[src/rtl/id_stage_fwd.sv]
// Decode/operand-fetch stage: forwards from EX/MEM/WB, inserts one bubble on load-use (and EX-writer hazards
// unless ID_EX_FWD_EN is defined, which enables the alu_out forwarding path). Latency 1 edge; stall holds IF.
module id_stage_fwd #(
  parameter int DATA_W = 16,
  parameter int NREG   = 8,
  parameter int CNT_W  = 16
) (
  input  logic                     clock,
  input  logic                     reset,
  input  logic                     state,
  input  logic [15:0]              id_ir,
  input  logic [15:0]              mem_ir,
  input  logic [15:0]              wb_ir,
  input  logic                     jump,
  input  logic [DATA_W-1:0]        alu_out,
  input  logic [DATA_W-1:0]        reg_c,
  input  logic [DATA_W-1:0]        d_datain,
  input  logic [DATA_W-1:0]        reg_c1,
  input  logic [NREG*DATA_W-1:0]   gr_flat,
  output logic [15:0]              ex_ir,
  output logic [DATA_W-1:0]        reg_a,
  output logic [DATA_W-1:0]        reg_b,
  output logic [DATA_W-1:0]        smdr,
  output logic                     stall,
  output logic [CNT_W-1:0]         stall_cnt
);

  localparam logic       EXEC = 1'b1;
  localparam logic [4:0] LOAD = 5'b00010, STORE = 5'b00011, LDIH = 5'b10000,
                         ADD  = 5'b01000, ADDI  = 5'b01001, ADDC = 5'b10001,
                         SUB  = 5'b01010, SUBI  = 5'b01011, SUBC = 5'b10010,
                         CMP  = 5'b01100, AND   = 5'b01101, OR   = 5'b01110,
                         XOR  = 5'b01111, SLL   = 5'b00100, SLA  = 5'b00101,
                         SRL  = 5'b00110, SRA   = 5'b00111, JUMP = 5'b11000,
                         JMPR = 5'b11001, BZ    = 5'b11010, BNZ  = 5'b11011,
                         BN   = 5'b11100, BNN   = 5'b11101, BC   = 5'b11110,
                         BNC  = 5'b11111;

  function automatic logic is_w(input logic [4:0] op);
    return op inside {LDIH, ADD, ADDI, ADDC, SUB, SUBI, SUBC, AND, OR, XOR, SLL, SRL, SLA, SRA};
  endfunction

  logic [DATA_W-1:0] gr [8];
  for (genvar g = 0; g < 8; g++) begin : g_gr
    if (g < NREG) begin : g_present
      assign gr[g] = gr_flat[g*DATA_W +: DATA_W];
    end else begin : g_absent
      assign gr[g] = '0;
    end
  end

  logic [15:0]       ex_ir_q, ex_ir_d;
  logic [DATA_W-1:0] reg_a_q, reg_a_d, reg_b_q, reg_b_d, smdr_q, smdr_d;
  logic [CNT_W-1:0]  cnt_q, cnt_d;

  logic [4:0] id_op, ex_op, mem_op, wb_op;
  logic [2:0] id_r1, id_r2, id_r3, a_src, ex_r1, mem_r1, wb_r1;
  assign id_op  = id_ir[15:11];
  assign id_r1  = id_ir[10:8];
  assign id_r2  = id_ir[6:4];
  assign id_r3  = id_ir[2:0];
  assign ex_op  = ex_ir_q[15:11];
  assign ex_r1  = ex_ir_q[10:8];
  assign mem_op = mem_ir[15:11];
  assign mem_r1 = mem_ir[10:8];
  assign wb_op  = wb_ir[15:11];
  assign wb_r1  = wb_ir[10:8];

  logic a_r1, a_r2, b_r3, b_i4, b_i8, b_hi, use_s;
  assign a_r1  = id_op inside {BZ, BNZ, BN, BNN, BC, BNC, JMPR, ADDI, SUBI, LDIH};
  assign a_r2  = id_op inside {LOAD, STORE, ADD, ADDC, SUB, SUBC, CMP, AND, OR, XOR, SLL, SRL, SLA, SRA};
  assign b_r3  = id_op inside {ADD, ADDC, SUB, SUBC, CMP, AND, OR, XOR};
  assign b_i4  = id_op inside {LOAD, STORE, SLL, SRL, SLA, SRA};
  assign b_i8  = id_op inside {BZ, BNZ, BN, BNN, BC, BNC, JMPR, ADDI, SUBI};
  assign b_hi  = (id_op == LDIH);
  assign use_s = (id_op == STORE);
  assign a_src = a_r1 ? id_r1 : id_r2;

  // Lowest priority source first; later matches override earlier ones.
  function automatic logic [DATA_W-1:0] fwd(input logic [2:0] s);
    logic [DATA_W-1:0] v;
    v = gr[s];
    if ((is_w(wb_op) || wb_op == LOAD) && wb_r1 == s) v = reg_c1;
    if (mem_op == LOAD && mem_r1 == s)                 v = d_datain;
    if (is_w(mem_op) && mem_r1 == s)                   v = reg_c;
`ifdef ID_EX_FWD_EN
    if (is_w(ex_op) && ex_r1 == s)                     v = alu_out;
`endif
    return v;
  endfunction

  logic rd_hit, hz_src, stall_w;
  assign rd_hit = ((a_r1 || a_r2) && a_src == ex_r1) ||
                  (b_r3 && id_r3 == ex_r1) ||
                  (use_s && id_r1 == ex_r1);
`ifdef ID_EX_FWD_EN
  assign hz_src = (ex_op == LOAD);
`else
  // Without the EX bypass, an EX writer result is only reachable one step later via reg_c.
  assign hz_src = (ex_op == LOAD) || is_w(ex_op);
  logic unused_alu_out;
  assign unused_alu_out = ^alu_out;
`endif
  assign stall_w = reset && (state == EXEC) && !jump && (id_op != JUMP) && hz_src && rd_hit;

  logic unused_ir_bits;
  assign unused_ir_bits = ^{mem_ir[7:0], wb_ir[7:0]};

  always_comb begin
    ex_ir_d = ex_ir_q;
    reg_a_d = reg_a_q;
    reg_b_d = reg_b_q;
    smdr_d  = smdr_q;
    cnt_d   = cnt_q;
    if (state == EXEC) begin
      if (jump || id_op == JUMP) begin
        ex_ir_d = '0;
      end else if (stall_w) begin
        ex_ir_d = '0;
        if (cnt_q != {CNT_W{1'b1}}) cnt_d = cnt_q + CNT_W'(1);
      end else begin
        ex_ir_d = id_ir;
        if (a_r1 || a_r2) reg_a_d = fwd(a_src);
        if (b_r3)         reg_b_d = fwd(id_r3);
        else if (b_i4)    reg_b_d = DATA_W'(id_ir[3:0]);
        else if (b_i8)    reg_b_d = DATA_W'(id_ir[7:0]);
        else if (b_hi)    reg_b_d = DATA_W'({id_ir[7:0], 8'h00});
        if (use_s)        smdr_d  = fwd(id_r1);
      end
    end
  end

  always_ff @(posedge clock or negedge reset) begin
    if (!reset) begin
      ex_ir_q <= '0;
      reg_a_q <= '0;
      reg_b_q <= '0;
      smdr_q  <= '0;
      cnt_q   <= '0;
    end else begin
      ex_ir_q <= ex_ir_d;
      reg_a_q <= reg_a_d;
      reg_b_q <= reg_b_d;
      smdr_q  <= smdr_d;
      cnt_q   <= cnt_d;
    end
  end

  assign ex_ir     = ex_ir_q;
  assign reg_a     = reg_a_q;
  assign reg_b     = reg_b_q;
  assign smdr      = smdr_q;
  assign stall     = stall_w;
  assign stall_cnt = cnt_q;

endmodule

[config.mk]
export PLATFORM = sky130hd
export DESIGN_NAME = id_stage_fwd
export DESIGN_NICKNAME = d
export VERILOG_FILES = /design/src/rtl/id_stage_fwd.sv
export SDC_FILE = /design/constraint.sdc
export NUM_CORES = 1
export LEC_CHECK = 0
export ABC_AREA = 1
export CAP_MARGIN = 20
export CORE_MARGIN = 2
export CORE_UTILIZATION = 47
export CTS_CLUSTER_DIAMETER = 50
export DETAILED_ROUTE_END_ITERATION = 7
export PLACE_DENSITY_LB_ADDON = 0.2
export REMOVE_ABC_BUFFERS = 1
export SLEW_MARGIN = 20
export SYNTH_ARGS = -nofsm -noshare
export SYNTH_HDL_FRONTEND = slang
export SYNTH_SLANG_ARGS = --single-unit
[constraint.sdc]
create_clock -name clock -period 3.1 [get_ports clock]
set_input_delay 0.93 -clock clock [delete_from_list [all_inputs] [get_ports clock]]
set_output_delay 0.93 -clock clock [all_outputs]
set_load 0.01 [all_outputs]
## After elaboration in Yosys (flattened, before gate mapping)

Index checks and enable logic that the tools add are counted.
Widths: inputs -> output; s select.

| word-level totals | value |
|---|---|
| input bits | 244 |
| bits in registers | 80 |
| output and inout port bits | 81 |
| logic and storage cells | 157 |

| operators by class | value |
|---|---|
| eq/ne operators | 81 |
| bitwise operators | 5 |
| muxes and demuxes | 25 |
| reduce and logical (&&, ||, !) cells | 37 |
| $lt $le $gt $ge | 3 |
| add/subtract/negate cells | 1 |

Operators by type and width:

| cell | count |
|---|---|
| $mux 16 | 21 |
| $eq 5x4->1 const B | 29 |
| $bmux 16 s3 | 3 |
| $eq 5x5->1 const B | 20 |
| $eq 5x3->1 const B | 16 |
| $reduce_bool 14->1 | 4 |
| $eq 3x3->1 | 9 |
| $eq 5x2->1 const B | 5 |
| $logic_and 1x1->1 | 17 |
| $add 16x1->16 const B | 1 |
| $ne 16x16->1 const B | 1 |
| $reduce_and 4->1 | 4 |
| $ge 4x4->1 const B | 3 |
| $not 3->4 | 3 |
| $reduce_bool 10->1 | 1 |
| $reduce_bool 9->1 | 1 |
| $reduce_bool 8->1 | 1 |
| $logic_or 1x1->1 | 6 |
| $reduce_bool 6->1 | 1 |
| $ne 5x5->1 const B | 1 |
| $reduce_bool 4->1 | 1 |
| $mux 3 | 1 |
| $not 1->1 | 2 |
| $logic_not 1->1 | 1 |

## Longest topological paths before layout

| depth | value |
|---|---|
| depth after elaboration | 10 |
| mapped depth | 17 |
| gate-level depth less buffers | 17 |

## Worst setup path before layout

OpenSTA, ideal clock, no wires.

| timing | value |
|---|---|
| path kind | input to output |
| start point | in id_ir[13] |
| end point | out stall |
| required time | 2,170 ps |
| cell stages on the path | 11 |
| path buffers | 0 |
| path slack | 137 ps |
| arrival time | 2,033 ps |
| cells stage by stage | nor2_2 nand3_4 nand3_2 nand2_1 nand3_1 nand2_1 nor2_1 nand2_1 nand2_1 nand2_2 inv_1 |

| between the ends | value |
|---|---|
| cells in the longest elaborated chain, start to end | 8 |
| elaborated cells between the ends (all ways) | 39 |
| classes of those cells | eq/ne (26); mux (1); reduce/logical (12) |

RTL lines:

| what | RTL line | RTL |
|---|---|---|
| from (decl) | 11 | `input logic [15:0] id_ir,` |
| $eq 5x5->1 / $eq 5x4->1 (equally long branches) | 70 | `assign a_r1 = id_op inside {BZ, BNZ, BN, BNN, BC, BNC, JMPR, ADDI, SUBI, LDIH};` |
| $reduce_bool 10->1 | 70 |  |
| $mux 3 | 77 | `assign a_src = a_r1 ? id_r1 : id_r2;` |
| $eq 3x3->1 | 93 | `assign rd_hit = ((a_r1 \|\| a_r2) && a_src == ex_r1) \|\|` |
| $logic_and 1x1->1 | 93 |  |
| $logic_or 1x1->1 | 93 |  |
| $logic_or 1x1->1 | 94 | `(b_r3 && id_r3 == ex_r1) \|\|` |
| $logic_and 1x1->1 * | 104 | `assign stall_w = reset && (state == EXEC) && !jump && (id_op != JUMP) && hz_src && rd_hit;` |
| to (decl) | 24 | `output logic stall,` |

Every way passes the cells marked *; elsewhere a longest branch is shown, timed or not.

## Worst setup path after layout

| timing | value |
|---|---|
| start point | in id_ir[10] |
| end point | out stall |

| between the ends | value |
|---|---|
| cells in the longest elaborated chain, start to end | 6 |
| elaborated cells between the ends (all ways) | 8 |
| classes of those cells | eq/ne (2); mux (1); reduce/logical (5) |

RTL lines:

| what | RTL line |
|---|---|
| $mux 3 | 77 |
| $eq 3x3->1 | 93 |
| $logic_and 1x1->1 | 93 |
| $logic_or 1x1->1 | 93 |
| $logic_or 1x1->1 * | 94 |
| $logic_and 1x1->1 * | 104 |

Marks and branches as above.

==> flow_summary_export.csv <==
group,metric,value,unit
place,dp_hpwl,30900,um
floorplanning,die_height,146,um
drt,drc,0,
synthesis,synthMuxAreaShare,0,%
synthesis,synth_top_family_by_area,"simple AND/OR/NAND/NOR gates",
global_route,grt_pass1_wl,66100,um
critical_path,rr_endpoint,"stall_cnt[1]",
drt,final_antenna_net_count,0,
pwr,p_leak,6.88,nW
status,violations,"setup timing",
synthesis,synthSimpleGateAreaFrac,37.9,%
synthesis,synth_cell_type_count,41,
synthesis,synth_compound_area_share,24.3,%
drt,first_pass_iters,5,
pwr,vdd_drop_max,0.313,mV
critical_path,end_kind,"output pin",
clock_network,htreeDepth,3,
drt,wl_met1,16200,um
critical_path,crit_end,"stall",
finish,layout-drive-gt1-share,10.3,%
place,gp_congestion,0.993,
synthesis,synth_adder_area_share,0.132,%
sta,timing.hold.ws,0.489,ns
clock_network,clkTransAtPathRegs,0.06,ns
finish,post-route-util,70.9,%
clock_network,clock_sinks,80,
critical_path,r2r-start,"stall_cnt[0]",
critical_path,startpoint,"id_ir[10]",
drt,drt-wirelength-per-cell,18.3,um
critical_path,path_max_fanout,3,
min_path,hold_path_class,"reg2reg",
floorplanning,die_area,21300,um2
drt,wl_met2,19400,um
critical_path,required,2.17,ns
synthesis,synth-edff-count,0,
clock_network,clk_latency,0.34,ns
floorplanning,fp.dieW,146,um
synthesis,yosysSeqAreaShare,21.1,%
synthesis,synth_warnings,0,
sta,fin_ws,-0.0335,ns
clock_network,clockRootBuffer,"clkbuf_16",
synthesis,synthArstFlopShare,100,%
place,placed_area,13300,um2
critical_path,startpoint_type,"primary input",
place,io_buffers,292,
finish,filler_cell_count,1753,
sta,worst_pin_slew,0.753,ns
floorplanning,rows,51,
global_route,grt.overflow.total,0,
status,status,"complete, but fails checks",
drt,wl,42300,um
drt,top_layer,"met4",
sta,rsz0062_at_grt,"yes",
clock_network,cts_max_path_buffers,2,
critical_path,worstSetupPathType,"in2out",
floorplanning,io_pins,325,
critical_path,worst-endpoint-arrival,2.20,ns
sta,slew_viol_final,0,
synthesis,syn_area,9480,um2
floorplanning,start_util,48.3,%
synthesis,avgSynthCellArea,5.56,um2
global_route,grt_usage,38.5,%
sta,finalHoldViolations,0,
run,maxCapViolations,0,
drt,met3_length,4740,um
clock_network,cts_tree,"done",
sta,setup_viol,1,
sta,slew_headroom,49.8,%
global_route,grt_pass1_vias,12414,
critical_path,ff2ff_path_depth,10,
drt,drt-initial-drc-count,1390,
sta,fmax,0.319,GHz
synthesis,syn_inst,1706,
sta,period_minus_slack,3.13,ns
floorplanning,core_area,19700,um2
synthesis,ys.flop_type,"dfrtp_1",
sta,fin_skew,0.00840,ns
global_route,grt_max_degree,84,
global_route,antenna_found_initial,1,
finish,final_area,13900,um2
clock_network,cts_buffers,9,
synthesis,ys_ff_latch,80,
sta,fin_crit_sh,101,%
finish,syn_to_final_growth,47.0,%
drt,routed_via_density,5.70,
synthesis,synth_xor_area_share,2.22,%
finish,layout.nets,2281,
critical_path,regToRegSetupSlack,0.64,ns
pwr,p_per_area,368,nW/um2
drt,num_vias,13151,
synth_stat cells, types with 18 or more instances:
cell,n,area [um2]
o21ai_0,209,1050
o211ai_1,26,195
nor2_1,72,270
buf_2,31,155
nand3_1,213,1070
xor2_1,18,158
clkbuf_1,55,206
inv_1,221,830
a21oi_1,149,746
nand2_1,478,1790
dfrtp_1,80,2000
power by group:
part / total, mW / internal, mW / switching (mW) / leakage, nW
combinational: 2.54 / 1.18 / 1.36 / 5.69
sequential: 1.39 / 1.25 / 0.145 / 1.03
clock: 1.19 / 0.716 / 0.478 / 0.154
timing repair:
item                       CTS  global route
setup endpoints to repair   33            28
hold buffers                 0             0
gates cloned                 0             3
gates resized for setup     65            12
setup buffers               14             3
pin swaps                   19            11
flip-flops by register name, summed over array words and instances (netlist names):
signal and cells:
reg_b 16, reg_a 16, ex_ir 16, stall_cnt 16, smdr 16
cell usage in the layout, fill, tap and decap left out, types with 12 or more instances in the layout:
| cell | netlist | final |
|---|---|---|
| a21oi_1 | 149 | 148 |
| a31oi_1 | 14 | 14 |
| buf_12 | 0 | 14 |
| buf_4 | 7 | 110 |
| buf_6 | 3 | 16 |
| clkbuf_16 | 0 | 12 |
| clkdlybuf4s50_1 | 0 | 276 |
| dfrtp_1 | 80 | 80 |
| inv_1 | 221 | 217 |
| nand2_1 | 478 | 472 |
| nand2_2 | 9 | 14 |
| nand3_1 | 213 | 212 |
| nor2_1 | 72 | 71 |
| o211ai_1 | 26 | 26 |
| o21ai_0 | 209 | 209 |
| o21ai_1 | 12 | 12 |
| o22ai_1 | 14 | 14 |
| xor2_1 | 18 | 17 |
through the flow:
step	instances	TNS (ns)	power, mW	worst slack (ns)
after floorplan	1596	-14.39	2.45	-0.669
after CTS	2300	-0.0262	5.06	-0.0262
after global placement	2270	-21.45	3.80	-0.987
after detailed placement	2270	-24.81	3.83	-1.04
after global routing	2307	-0.127	5.41	-0.112
final	2307	-0.0335	5.13	-0.0335
worst max-delay path, cell delays in order:
cell           delay (ns)
dlygate4sd2_1        0.24
buf_6                0.13
xor2_2               0.17
nor4_2               0.29
nor2_1               0.09
nand2_2              0.11
nand2_2              0.07
inv_2                0.06
buf_6                0.10
kinds of logic (layout without fill, tap and decap cells):
kind of cell / after synthesis / in the layout
xor+xnor: 24 / 24
flops: 80 / 80
compound gates: 435 / 435
other cells: 0 / 1
fa+ha+maj: 1 / 1
simple gates: 827 / 827
buf+inv: 339 / 674
metal layers:
layer	track usage, %	vias to the layer above
met1	49.9	5891
met2	63.8	865
met5	0	-
li1	-	6257
met4	16.1	0
met3	6.34	138
area by class of cell:
| cell class | count | area (um2) | area share (%) |
|---|---|---|---|
| clock inverter | 7 | 104 | 0.745 |
| clock buffer | 9 | 225 | 1.62 |
| antenna | 1 | 2.50 | 0.0180 |
| multi-input combinational | 1287 | 6200 | 44.5 |
| timing repair buffer | 429 | 4210 | 30.2 |
| sequential | 80 | 2000 | 14.4 |
| inverter | 229 | 860 | 6.17 |
| tap | 265 | 332 | 2.38 |
worst min-delay path by stage:
stage	from	endpoint	slack, ns	cells past startpoint
floorplan	reg_b[12]	reg_b[12]	0.52	2
global placement	reg_a[9]	reg_a[9]	0.46	2
detailed placement	reg_b[15]	reg_b[15]	0.47	2
CTS	reg_a[15]	reg_a[15]	0.49	2
global route	reg_a[9]	reg_a[9]	0.51	2
finish	reg_a[0]	reg_a[0]	0.49	2
Power figures use the tool's default switching activity.
